**config.mk**
```make
export PLATFORM = sky130hd
export DESIGN_NAME = beep_pattern_seq_flat
export DESIGN_NICKNAME = d
export VERILOG_FILES = /design/src/rtl/beep_pkg.sv /design/src/rtl/beep_pattern_seq_if.sv /design/src/rtl/beep_interval_cnt.sv /design/src/rtl/beep_pattern_seq.sv /design/src/flat_wrapper.sv
export SDC_FILE = /design/constraint.sdc
export NUM_CORES = 1
export LEC_CHECK = 0
export ABC_AREA = 1
export ABC_CLOCK_PERIOD_IN_PS = 5250
export CAP_MARGIN = 5
export CELL_PAD_IN_SITES_DETAIL_PLACEMENT = 0
export CELL_PAD_IN_SITES_GLOBAL_PLACEMENT = 2
export CORE_MARGIN = 1.5
export CORE_UTILIZATION = 38
export CTS_CLUSTER_SIZE = 12
export DETAILED_ROUTE_END_ITERATION = 8
export PLACE_DENSITY = 0.85
export SYNTH_ARGS = -nofsm -noshare
export SYNTH_HDL_FRONTEND = slang
export SYNTH_SLANG_ARGS = --single-unit
```
**constraint.sdc**
```tcl
create_clock -name clk -period 5.25 [get_ports clk]
set_input_delay 1.05 -clock clk [delete_from_list [all_inputs] [get_ports clk]]
set_output_delay 1.05 -clock clk [all_outputs]
set_load 0.005 [all_outputs]
```
**src/rtl/beep_pkg.sv**
```systemverilog
// ============================================================================
// Module      : beep_pkg
// Description : Shared types and default timing constants for the beep
//               pattern sequencer and its interval counter.
// Revision    : 1.0 - initial release
// ============================================================================
`default_nettype none

package beep_pkg;

  // Sequencer FSM encoding
  typedef enum logic [1:0] {
    ST_IDLE  = 2'd0,
    ST_PULSE = 2'd1,
    ST_ON    = 2'd2,
    ST_GAP   = 2'd3
  } state_t;

  // Source of the running sequence: host request or level alarm
  typedef enum logic {
    MODE_REQ   = 1'b0,
    MODE_ALARM = 1'b1
  } mode_t;

  // Driver occupancy per beep (0.25 s tone + state entry) and the silent
  // gap that follows it, both in 50 MHz clk cycles
  localparam int unsigned BEEP_ON_CYC  = 12_500_002;
  localparam int unsigned BEEP_GAP_CYC = 5_000_000;

endpackage : beep_pkg

`default_nettype wire

```
**src/rtl/beep_pattern_seq_if.sv**
```systemverilog
// ============================================================================
// Module      : beep_pattern_seq_if
// Description : Request / alarm / buzzer-enable signal bundle between the
//               UI trigger logic (master) and the beep sequencer (slave).
// Revision    : 1.0 - initial release
// ============================================================================
`default_nettype none

interface beep_pattern_seq_if;

  logic       req_valid;
  logic [2:0] req_count;
  logic       req_ready;
  logic       alarm_in;
  logic       beep_en;
  logic       busy;

  // Trigger logic side
  modport master (
    output req_valid,
    output req_count,
    output alarm_in,
    input  req_ready,
    input  beep_en,
    input  busy
  );

  // Sequencer side
  modport slave (
    input  req_valid,
    input  req_count,
    input  alarm_in,
    output req_ready,
    output beep_en,
    output busy
  );

endinterface : beep_pattern_seq_if

`default_nettype wire

```
**src/rtl/beep_interval_cnt.sv**
```systemverilog
// ============================================================================
// Module      : beep_interval_cnt
// Description : Loadable terminal-count counter. Clears on load, counts up
//               and holds once it equals target; done is combinational.
// Revision    : 1.0 - initial release
// ============================================================================
`default_nettype none

module beep_interval_cnt #(
  parameter int CNT_W = 25
) (
  input  wire logic             clk,
  input  wire logic             rstn,
  input  wire logic             load,
  input  wire logic [CNT_W-1:0] target,
  output logic                  done
);

  localparam logic [CNT_W-1:0] c_one = CNT_W'(1);

  logic [CNT_W-1:0] r_cnt;

  // Holding at target means the counter can never wrap
  assign done = (r_cnt == target);

  // Interval count: clear on phase change, advance until target is reached
  always_ff @(posedge clk or negedge rstn) begin
    if (!rstn) begin
      r_cnt <= '0;
    end else if (load) begin
      r_cnt <= '0;
    end else if (!done) begin
      r_cnt <= r_cnt + c_one;
    end
  end

endmodule : beep_interval_cnt

`default_nettype wire

```
**src/rtl/beep_pattern_seq.sv**
```systemverilog
// ============================================================================
// Module      : beep_pattern_seq
// Description : Turns beep requests (N beeps) and a level alarm into spaced
//               one-cycle beep_en pulses for the buzzer driver.
//               Optional build macro BEEP_QUEUE_EN adds a one-entry pending
//               request buffer so requests can be accepted while busy.
// Revision    : 1.0 - initial release
// ============================================================================
`default_nettype none

module beep_pattern_seq
  import beep_pkg::*;
#(
  parameter int unsigned ON_CYCLES        = BEEP_ON_CYC,
  parameter int unsigned GAP_CYCLES       = BEEP_GAP_CYC,
  parameter int unsigned ALARM_GAP_CYCLES = 25_000_000,
  parameter int          CNT_W            = 25
) (
  input wire logic           clk,
  input wire logic           rstn,
  beep_pattern_seq_if.slave  bus
);

  // Counter starts at 0 on entry to each phase, so the terminal value is the
  // phase length minus one. PULSE already supplies one driver-busy cycle,
  // leaving ON_CYCLES-1 cycles for the ON phase.
  localparam logic [CNT_W-1:0] c_on_tgt   = CNT_W'(ON_CYCLES - 2);
  localparam logic [CNT_W-1:0] c_gap_tgt  = CNT_W'(GAP_CYCLES - 1);
  localparam logic [CNT_W-1:0] c_agap_tgt = CNT_W'(ALARM_GAP_CYCLES - 1);

  state_t           r_state, w_state_nxt;
  mode_t            r_mode, w_mode_nxt;
  logic [2:0]       r_rem, w_rem_nxt;
  logic [CNT_W-1:0] w_target;
  logic             w_load;
  logic             w_done;
  logic             w_accept;

`ifdef BEEP_QUEUE_EN
  logic             r_pend_valid;
  logic [2:0]       r_pend_count;
`endif

  assign w_accept = bus.req_valid && bus.req_ready;

  // Single interval counter shared by the ON and GAP phases
  beep_interval_cnt #(
    .CNT_W (CNT_W)
  ) u_interval_cnt (
    .clk    (clk),
    .rstn   (rstn),
    .load   (w_load),
    .target (w_target),
    .done   (w_done)
  );

  // State, mode and remaining-beep registers
  always_ff @(posedge clk or negedge rstn) begin
    if (!rstn) begin
      r_state <= ST_IDLE;
      r_mode  <= MODE_REQ;
      r_rem   <= 3'd0;
    end else begin
      r_state <= w_state_nxt;
      r_mode  <= w_mode_nxt;
      r_rem   <= w_rem_nxt;
    end
  end

  // Next-state, phase target and counter clear on every state change
  always_comb begin
    w_state_nxt = r_state;
    w_mode_nxt  = r_mode;
    w_rem_nxt   = r_rem;
    w_target    = '0;
    case (r_state)
      ST_IDLE: begin
`ifdef BEEP_QUEUE_EN
        if (r_pend_valid) begin
          w_state_nxt = ST_PULSE;
          w_mode_nxt  = MODE_REQ;
          w_rem_nxt   = r_pend_count;
        end else
`endif
        if (w_accept && (bus.req_count != 3'd0)) begin
          w_state_nxt = ST_PULSE;
          w_mode_nxt  = MODE_REQ;
          w_rem_nxt   = bus.req_count;
        end else if (bus.alarm_in) begin
          w_state_nxt = ST_PULSE;
          w_mode_nxt  = MODE_ALARM;
          w_rem_nxt   = 3'd1;
        end
      end
      ST_PULSE: begin
        w_state_nxt = ST_ON;
        w_rem_nxt   = r_rem - 3'd1;
      end
      ST_ON: begin
        w_target = c_on_tgt;
        if (w_done) begin
          w_state_nxt = ST_GAP;
        end
      end
      ST_GAP: begin
        w_target = (r_mode == MODE_ALARM) ? c_agap_tgt : c_gap_tgt;
        if (w_done) begin
          if ((r_mode == MODE_REQ) && (r_rem != 3'd0)) begin
            w_state_nxt = ST_PULSE;
          end else begin
            w_state_nxt = ST_IDLE;
          end
        end
      end
      default: begin
        w_state_nxt = ST_IDLE;
      end
    endcase
    w_load = (w_state_nxt != r_state);
  end

`ifdef BEEP_QUEUE_EN
  // Pending buffer: capture a non-zero request made while busy, release it
  // on the IDLE cycle where it is launched; zero-count requests are dropped
  always_ff @(posedge clk or negedge rstn) begin
    if (!rstn) begin
      r_pend_valid <= 1'b0;
      r_pend_count <= 3'd0;
    end else if ((r_state == ST_IDLE) && r_pend_valid) begin
      r_pend_valid <= 1'b0;
    end else if (w_accept && (bus.req_count != 3'd0) && (r_state != ST_IDLE)) begin
      r_pend_valid <= 1'b1;
      r_pend_count <= bus.req_count;
    end
  end

  assign bus.req_ready = rstn && !r_pend_valid;
`else
  assign bus.req_ready = rstn && (r_state == ST_IDLE);
`endif

  assign bus.beep_en = (r_state == ST_PULSE);
  assign bus.busy    = (r_state != ST_IDLE);

endmodule : beep_pattern_seq

`default_nettype wire

```
**src/flat_wrapper.sv**
```systemverilog
// flat-port wrapper written by rule: the top's interface ports become plain ports
module beep_pattern_seq_flat import beep_pkg::*;
#(
  parameter int unsigned ON_CYCLES        = BEEP_ON_CYC,
  parameter int unsigned GAP_CYCLES       = BEEP_GAP_CYC,
  parameter int unsigned ALARM_GAP_CYCLES = 25_000_000,
  parameter int          CNT_W            = 25
)
  (clk, rstn, bus_req_valid, bus_req_count, bus_alarm_in, bus_req_ready, bus_beep_en, bus_busy);
  beep_pattern_seq_if bus_i ();
  input wire logic clk;
  input wire logic rstn;
  input wire logic [$bits(bus_i.req_valid)-1:0] bus_req_valid;
  input wire logic [$bits(bus_i.req_count)-1:0] bus_req_count;
  input wire logic [$bits(bus_i.alarm_in)-1:0] bus_alarm_in;
  output wire logic [$bits(bus_i.req_ready)-1:0] bus_req_ready;
  output wire logic [$bits(bus_i.beep_en)-1:0] bus_beep_en;
  output wire logic [$bits(bus_i.busy)-1:0] bus_busy;
  assign bus_i.req_valid = bus_req_valid;
  assign bus_i.req_count = bus_req_count;
  assign bus_i.alarm_in = bus_alarm_in;
  assign bus_req_ready = bus_i.req_ready;
  assign bus_beep_en = bus_i.beep_en;
  assign bus_busy = bus_i.busy;
  beep_pattern_seq #(.ON_CYCLES(ON_CYCLES), .GAP_CYCLES(GAP_CYCLES), .ALARM_GAP_CYCLES(ALARM_GAP_CYCLES), .CNT_W(CNT_W)) u_core (.clk(clk), .rstn(rstn), .bus(bus_i));
endmodule
```
# [Word level (Yosys, flattened, before mapping)]
# Index checks and enable logic that the tools add are counted.
[word_totals] register_bits=31 out_inout_bits=3 elab_cells=41
[classes] add_sub_neg=2 eq_ne=7 n_mux=15 bitwise=1 reduce_logical=12
[op_table] cell="$mux W25" n=3
[op_table] cell="$pmux W25 S2" n=1
[op_table] cell="$add A25 B1 Y25 const B" n=1
[op_table] cell="$eq A25 B25 Y1" n=1
[op_table] cell="$mux W2" n=4
[op_table] cell="$pmux W2 S4" n=1
[op_table] cell="$mux W3" n=2
[op_table] cell="$pmux W3 S2" n=1
[op_table] cell="$reduce_bool A2 Y1" n=3
[op_table] cell="$reduce_bool A3 Y1" n=2
[op_table] cell="$eq A2 B2 Y1 const B" n=2
[op_table] cell="$logic_and A1 B1 Y1" n=4
[op_table] cell="$reduce_and A2 Y1" n=2
[op_table] cell="$mux W1" n=3
[op_table] cell="$ne A3 B2 Y1 const B" n=1
[op_table] cell="$sub A3 B1 Y3 const B" n=1
[op_table] cell="$eq A2 B1 Y1 const B" n=1
[op_table] cell="$logic_not A2 Y1" n=1
[op_table] cell="$ne A2 B2 Y1" n=1
[op_table] cell="$ne A2 B2 Y1 const B" n=1
[op_table] cell="$not A1 Y1" n=1

# [Depth between registers and ports, before layout]
# Gate-level depths: netlist of the first run.
[depth] word_depth=8 ltp_mapped=15 ltp_nobuf=14

# [Cells and area by module]
# Synthesis of the first run repeated with hierarchy kept, for this count alone.
[hier_totals] cells_unflattened=448 area_unflattened_um2=2824.0
[by_module_without_submodules] mod="beep_interval_cnt" n_inst=1 cells_each=376 area_each_um2=2348.5
[by_module_without_submodules] mod="beep_pattern_seq" n_inst=1 cells_each=72 area_each_um2=475.5

# [Least setup slack after synthesis of the first run]
# No wires, ideal clock.
[synth_timing] path_kind="input -> register" from="input bus_req_count[1]" to="register u_core.u_interval_cnt.r_cnt[16]" setup_time_ps=68 arrival_ps=2208 required_time_ps=5182 slack_ps=2974 stages=8 n_path_buf=1 cell_sequence="o31ai_1 nand2_1 a21oi_1 nand4_2 nand2_4 inv_4 buf_12 nor2_4"
[synth_between] elab_chain_len=6 elab_cells_between_ends=7
[synth_lines] element="start, declared" line_no="flat_wrapper.sv:14" text="input wire logic [$bits(bus_i.req_count)-1:0] bus_req_count;"
[synth_lines] element="$reduce_bool A3 Y1 (*)" line_no="beep_pattern_seq.sv:85" text="if (w_accept && (bus.req_count != 3'd0)) begin"
[synth_lines] element="$logic_and A1 B1 Y1 (*)" line_no="beep_pattern_seq.sv:85"
[synth_lines] element="$mux W2 (*)" line_no="beep_pattern_seq.sv:85"
[synth_lines] element="$pmux W2 S4 (*)" line_no="beep_pattern_seq.sv:76" text="case (r_state)"
[synth_lines] element="$ne A2 B2 Y1 (*)" line_no="beep_pattern_seq.sv:119" text="w_load = (w_state_nxt != r_state);"
[synth_lines] element="$ne A2 B2 Y1 (no line) or $mux W25 (tied branches)"
[synth_lines] element="end signal, assigned" line_no="beep_interval_cnt.sv:33" text="r_cnt <= r_cnt + c_one;"
[synth_lines] element="end, declared" line_no="beep_interval_cnt.sv:21" text="logic [CNT_W-1:0] r_cnt;"
# Mark *: on every way between the ends. The rest lies on a longest branch, timed or not.
# A chain may end at the register's enable or synchronous reset.

# [Final worst setup path of the first run]
[layout_timing] from="input rstn" to="output bus_req_ready"
[layout_between] elab_chain_len=1
[layout_lines] element="start, declared" line_no="flat_wrapper.sv:12" text="input wire logic rstn;"
[layout_lines] element="$logic_and A1 B1 Y1" line_no="beep_pattern_seq.sv:139" text="assign bus.req_ready = rstn && (r_state == ST_IDLE);"
[layout_lines] element="end, declared" line_no="flat_wrapper.sv:16" text="output wire logic [$bits(bus_i.req_ready)-1:0] bus_req_ready;"
# No other way between the ends.

==> out/qor.yml, run 1 <==
outcome:
  status: "finished, final reports clean"
placed_design:
  gp_congestion: 0.875
  dp.final_hpwl_um: 4120
  io_buffers: 9
worst_hold_path:
  hold_class: "reg -> reg"
  min_from: "u_core.r_rem[2]$_DFFE_PN0P_"
  min_path_cells: 2
synthesis:
  yosysMostFrequentCell: "nand2_1"
  synthCells: 294
  syn-cell-area_sq_mm: 0.00213
  yosys-top-cells-area: "dfrtp_1 36%, nand2_1 12%, nor2_1 8.8%"
  synth_area_per_cell_sq_um: 7.25
  synth_top_family_by_area: "simple AND/OR/NAND/NOR gates"
  ys.warnings.count: 0
  synth_edf_count: 0
  synthMuxAreaShare_pct: 0
  synthFlopType: "dfrtp_1"
  async_flop_share_pct: 100
  yosysSeqAreaShare_pct: 36.4
  synthesis.nets: 304
  synth_top_area_share_pct: 36.4
  synth_compound_area_share_pct: 4.46
  yosys.area.top_type: "dfrtp_1"
  ys_ff_latch: 31
  synthAdderAreaFrac_pct: 1.76
  synth_xor_xnor_area_share_pct: 6.57
  synthTopCellsByCount: "68 x nand2_1, 50 x nor2_1, 38 x inv_1, 31 x dfrtp_1, 18 x nand3_1"
  ys_types: 32
  synth-simple-area-share_pct: 42.0
power_and_ir_drop:
  swShare_pct: 22.7
  sequentialPowerShare_pct: 55.3
  p_total_mw: 0.433
  power_density_mw_per_mm2: 182
  vdd_drop_max_mv: 0.0936
  intPower_mw: 0.335
  power_frac_comb_pct: 2.7
  clkPwrFrac_pct: 42.0
  switching_power_mw: 0.0983
  cellLeakagePower_nw: 1.09
critical_path:
  cpMostUsedCell: "clkdlybuf4s50_1"
  worstSetupPathType: "in -> out"
  crit_buf_inv: 4
  cp_slowest_cell: "clkdlybuf4s50_1"
  critPathLaunchType: "primary input"
  cp-end-kind: "output pin"
  worstReg2RegStart: "u_core.r_state[1]$_DFF_PN0_"
  cp_max_fo: 32
  crit_chain: "clkdlybuf4s50_1 -> buf_4 -> inv_1 -> nor2_1 -> clkdlybuf4s50_1"
  cp_top_family: "buffers and inverters"
  cp_data_arrival_time_ps: 2650
  required_ps: 4200
  critPathLaunch: "rstn"
  crit_path_max_incr_delay_ps: 510
  ff2ff_path_depth: 10
  crit_cells: 5
finish:
  final_nets: 319
  fill_cells: 602
  n_antenna_cell: 0
  area_delta_synth_final_pct: 11.3
  layout-drive-gt1-share_pct: 11.6
drt:
  firstDrtPassIters: 4
  wirelength_um: 5280
  drt_iter0_drc: 73
  vias: 1848
  ant_nets: 0
  drc_errors: 0
  wl_per_cell_um: 13.8
  viasPerCell: 4.84
sta:
  fin_worst_skew_ps: 8.94
  max_freq_ghz: 0.270
  maxSlewViolCount: 0
  rsz0062_at_grt: "no"
  period_share_pct: 70.5
  final.setup.tns_ps: 0
  report.final.hold_viol_count: 0
  setup_violations: 0
  max_slew_margin_pct: 63.0
  tightestPinTransition_ps: 549
  fin_crit_ps: 3700
clock_tree:
  postCtsSetupBuffers: 0
  clock_latency_ps: 280
  ctsResizeCount: 0
  clock-sinks: 31
  clkTransAtPathRegs_ps: 70
  hold_buffers: 0
  clock_path_buffers: 2
  tritoncts: "yes"
  cts_buffers: 5
  htree_levels: 2
  cts-root-buf: "clkbuf_8"
grt:
  globalRouteTotalUtil_pct: 19.6
  grt_max_degree: 33
  grt-ovfl-total: 0
  grt_pass1_vias: 1865
  antenna_found_initial: 0
  grt_pass1_wl_um: 9100
run:
  drv_cap: 0
floorplanning:
  rows: 27
  ios: 10
  coreArea_sq_mm: 0.00547
  die_y_um: 77.9
  start_util_pct: 39.0
  fp.dieArea_sq_mm: 0.00607
  die_w_um: 77.9
-- registers in the layout, summed over array words and instances (netlist names) --
name	flops
u_core.r_mode	1
u_core.r_rem	3
u_core.r_state	2
u_core.u_interval_cnt.r_cnt	25
-- kinds of logic after synthesis --
kind of cell | after synthesis
AOI/OAI and AO/OA | 16
DFF | 31
xor gates and xnor gates | 16
buffers and inverters | 43
adders and majority gates | 3
and+or+nand+nor | 185
-- worst min-delay path, stage by stage, from the launching register on --
cell     delay, ps
dfrtp_1        350
nand2_1         60
nand3_1         50
-- layout make-up --
cell class | instances | area (sq um) | area share, %
Multi-Input combinational cell | 220 | 1170 | 49.3
Inverter | 41 | 156 | 6.59
Timing Repair Buffer | 10 | 97.6 | 4.11
Tap cell | 72 | 90.1 | 3.80
Sequential cell | 31 | 776 | 32.7
Clock buffer | 5 | 68.8 | 2.90
Clock inverter | 3 | 15.0 | 0.633
-- layout by cell type (no fill, tap or decap), drive strengths merged, types with 2 or more instances in the layout --
cell           synthesis  routed
or2                    2       2
nor2                  61      61
inv                   41      41
nand2                 76      76
nor4                   2       2
o21ai                  6       6
clkbuf                 0       5
a21oi                  5       5
ha                     3       3
o211ai                 2       2
nand3                 18      18
xnor2                  2       2
clkinv                 0       3
clkdlybuf4s50          0       9
xor2                  14      14
dfrtp                 31      31
nor3                  13      13
nand4                 11      11
-- metal layers --
layer / vias to the layer above / routed length [um] / global-route usage (%)
met5: - / 0 / 0
met3: 4 / 110 / 3.53
met4: 0 / 65 / 6.61
met2: 21 / 2410 / 31.6
li1: 961 / - / -
met1: 862 / 2700 / 26.5
-- power by group through the flow --
stage | Combinational, mW | Clock (mW) | Sequential (mW)
6_report | 0.0116 | 0.182 | 0.239
5_1_grt | 0.0133 | 0.203 | 0.239
4_1_cts | 0.0122 | 0.190 | 0.239
3_5_place_dp | 0.0122 | 0 | 0.244
3_3_place_gp | 0.0122 | 0 | 0.244
2_1_floorplan | 0.00143 | 0 | 0.244
-- metrics by stage --
stage	util (%)	cell area, sq um	hold slack, ps	setup WS [ps]	cells
finish	43.3	2370	494	1550	382
global placement	41.8	2290	467	1550	374
floorplan	-	2130	452	2970	294
detailed placement	41.8	2290	474	1520	374
global route	43.3	2370	520	1400	382
CTS	43.3	2370	491	1520	382
-- path summary, 6_finish.rpt --
path | slack, ps | endpoint
setup / recovery | 1550 | bus_req_ready
hold / removal | 490 | u_core.r_rem[2]$_DFFE_PN0P_
setup reg to reg | 2640 | u_core.u_interval_cnt.r_cnt[24]$_DFFE_PN0P_
hold reg to reg | 490 | u_core.r_rem[2]$_DFFE_PN0P_
max in group asynchronous | 3770 | u_core.u_interval_cnt.r_cnt[18]$_DFFE_PN0P_
min in group asynchronous | 1170 | u_core.u_interval_cnt.r_cnt[0]$_DFFE_PN0P_
Power figures use the tool's default switching activity.
==> inputs of run 2 (changes only) <==
--- a/config.mk
+++ b/config.mk
@@ -6,15 +6,15 @@
 export NUM_CORES = 1
 export LEC_CHECK = 0
 export ABC_AREA = 1
-export ABC_CLOCK_PERIOD_IN_PS = 5250
+export ABC_CLOCK_PERIOD_IN_PS = 3800
 export CAP_MARGIN = 5
 export CELL_PAD_IN_SITES_DETAIL_PLACEMENT = 0
 export CELL_PAD_IN_SITES_GLOBAL_PLACEMENT = 2
 export CORE_MARGIN = 1.5
-export CORE_UTILIZATION = 38
+export CORE_UTILIZATION = 35
 export CTS_CLUSTER_SIZE = 12
 export DETAILED_ROUTE_END_ITERATION = 8
-export PLACE_DENSITY = 0.85
+export PLACE_DENSITY = 0.79
 export SYNTH_ARGS = -nofsm -noshare
 export SYNTH_HDL_FRONTEND = slang
 export SYNTH_SLANG_ARGS = --single-unit
==> constraint.sdc (replaced) <==
create_clock -name clk -period 3.8 [get_ports clk]
set_input_delay 0.76 -clock clk [delete_from_list [all_inputs] [get_ports clk]]
set_output_delay 0.76 -clock clk [all_outputs]
set_load 0.005 [all_outputs]
==> out/qor.yml, run 2 (same netlist as run 1, synthesis figures left out) <==
finish:
  reg.largest.list: "u_core.u_interval_cnt.r_cnt x25, u_core.r_rem x3, u_core.r_state x2"
  finalCoreUtilization_pct: 40.6  # -2.7 points
  n_antenna_cell: 0  # unchanged
  layout_commonest_cell: "nand2_1"
  final_nets: 319  # unchanged
  instances_no_fill: 385  # +0.79%
  layout-drive-gt1-share_pct: 11.3  # -0.32 points
  largest_register_ff_count: 25  # unchanged
  final_cell_mix: "68 x nand2_1, 50 x nor2_1, 38 x inv_1"
  top_register: "u_core.u_interval_cnt.r_cnt"
  area_delta_synth_final_pct: 12.2
drt:
  vias: 1855  # +0.38%
  wirelength_um: 5360  # +1.5%
  firstDrtPassIters: 4  # unchanged
  drt_iter0_drc: 86  # +18%
  ant_nets: 0  # unchanged
  viasPerCell: 4.82  # -0.40%
  drc_errors: 0  # unchanged
  wl_per_cell_um: 13.9  # +0.71%
clock_tree:
  tritoncts: "yes"
  clock_path_buffers: 2  # unchanged
  clock-sinks: 31  # unchanged
  hold_buffers: 0  # unchanged
  ctsResizeCount: 0  # unchanged
  cts-root-buf: "clkbuf_8"
  postCtsSetupBuffers: 0  # unchanged
  htree_levels: 2  # unchanged
  clkTransAtPathRegs_ps: 70  # about the same
  clock_latency_ps: 280  # about the same
  cts_buffers: 5  # unchanged
placed_design:
  gp_congestion: 0.817  # -6.7%
  dp.cells: 377  # +0.80%
  io_buffers: 9  # unchanged
  post-place-ws_ps: 1140  # -381 ps
  dp.final_hpwl_um: 4120  # +0.16%
floorplanning:
  die_y_um: 81.1  # +4.0%
  start_util_pct: 36.2  # -2.7 points
  die_w_um: 81.1  # +4.0%
  rows: 28  # +3.7%
  ios: 10  # unchanged
  fp.dieArea_sq_mm: 0.00657  # +8.2%
  coreArea_sq_mm: 0.00589  # +7.5%
grt:
  globalRouteTotalUtil_pct: 18.6  # -1.1 points
  grt_max_degree: 32  # -3.0%
  antenna_found_initial: 0  # unchanged
  grt-ovfl-total: 0  # unchanged
  grt_pass1_vias: 1779  # -4.6%
  grt_pass1_wl_um: 9050  # -0.62%
power_and_ir_drop:
  clkPwrFrac_pct: 46.0  # +4.0 points
  sequentialPowerShare_pct: 51.5  # -3.8 points
  power_frac_comb_pct: 2.5  # -0.2 points
  swShare_pct: 21.7  # -1.0 points
  intPower_mw: 0.503  # +50%
  vdd_drop_max_mv: 0.137  # +46%
  cellLeakagePower_nw: 1.10  # +0.35%
  switching_power_mw: 0.139  # +42%
  power_density_mw_per_mm2: 268  # +47%
worst_hold_path:
  min_path_cells: 2  # unchanged
  hold_class: "reg -> reg"
sta:
  tightestPinTransition_ps: 524  # -25.4 ps
  fin_worst_skew_ps: 5.14  # -3.80 ps
  max_freq_ghz: 0.376
  setup_violations: 0  # unchanged
  maxSlewViolCount: 0  # unchanged
  worst_slack_ps: 1140  # -408 ps
  period_share_pct: 69.9
  max_slew_margin_pct: 64.8  # +1.8 points
  final.setup.tns_ps: 0  # unchanged
  rsz0062_at_grt: "no"
  fin_crit_ps: 2660
  report.final.hold_viol_count: 0  # unchanged
  whs_ps: 489  # -4.71 ps
critical_path:
  critPathLaunchType: "primary input"
  required_ps: 3040  # -1160 ps
  regToRegSetupSlack_ps: 1270  # -1370 ps
  ff2ff_path_depth: 11  # +1
  worstSetupPathType: "in -> out"
  cp_data_arrival_time_ps: 1900  # -750 ps
  cp-end-kind: "output pin"
  cp_max_fo: 2  # -94%
outcome:
  status: "finished, final reports clean"
run:
  drv_cap: 0  # unchanged
## run 2: changes by cell type in the layout (fill, tap and decap cells not counted)
cell      before  now
clkinv_2       3    0
clkbuf_1       0    1
clkbuf_8       5    7
## run 2: cell type report
cell class | instances | area, sq um
fillers | 620 | 3490
inverters | 41 | 156
clock buffers | 8 | 100
repair buffers | 10 | 97.6
multi-input cells | 220 | 1170
well taps | 75 | 93.8
flip-flops and latches | 31 | 776
## run 2: power groups by stage
stage / clock network (mW) / logic [mW] / registers, mW
finish: 0.295 / 0.0161 / 0.331
global route: 0.314 / 0.0185 / 0.331
CTS: 0.301 / 0.0169 / 0.331
detailed placement: 0 / 0.0169 / 0.337
global placement: 0 / 0.0170 / 0.337
floorplan: 0 / 0.00198 / 0.337
## run 2: final timing paths
| check | startpoint | to |
|---|---|---|
| worst max-delay path | rstn | bus_req_ready |
| worst min-delay path | u_core.r_rem[2]$_DFFE_PN0P_ | u_core.r_rem[2]$_DFFE_PN0P_ |
| worst max register to register | u_core.r_state[1]$_DFF_PN0_ | u_core.u_interval_cnt.r_cnt[4]$_DFFE_PN0P_ |
| worst min register to register | u_core.r_rem[2]$_DFFE_PN0P_ | u_core.r_rem[2]$_DFFE_PN0P_ |
| max in group asynchronous | rstn | u_core.u_interval_cnt.r_cnt[18]$_DFFE_PN0P_ |
| min in group asynchronous | rstn | u_core.r_rem[1]$_DFFE_PN0P_ |
## run 2: stage by stage
stage | cell area, sq um | power (mW)
2_1_floorplan | 2130 | 0.339
5_1_grt | 2390 | 0.663
4_1_cts | 2390 | 0.648
3_3_place_gp | 2290 | 0.354
6_report | 2390 | 0.642
3_5_place_dp | 2290 | 0.354
## run 2: worst max-delay path, stage by stage
cell and delay [ps]:
clkdlybuf4s50_1 480, inv_1 70, nor2_1 90, clkdlybuf4s50_1 500
## run 2: layer usage
layer,GRT usage [%],wire length (um)
met1,25.9,2730
met2,28.8,2410
met5,0,0
met3,3.48,147
met4,6.03,75
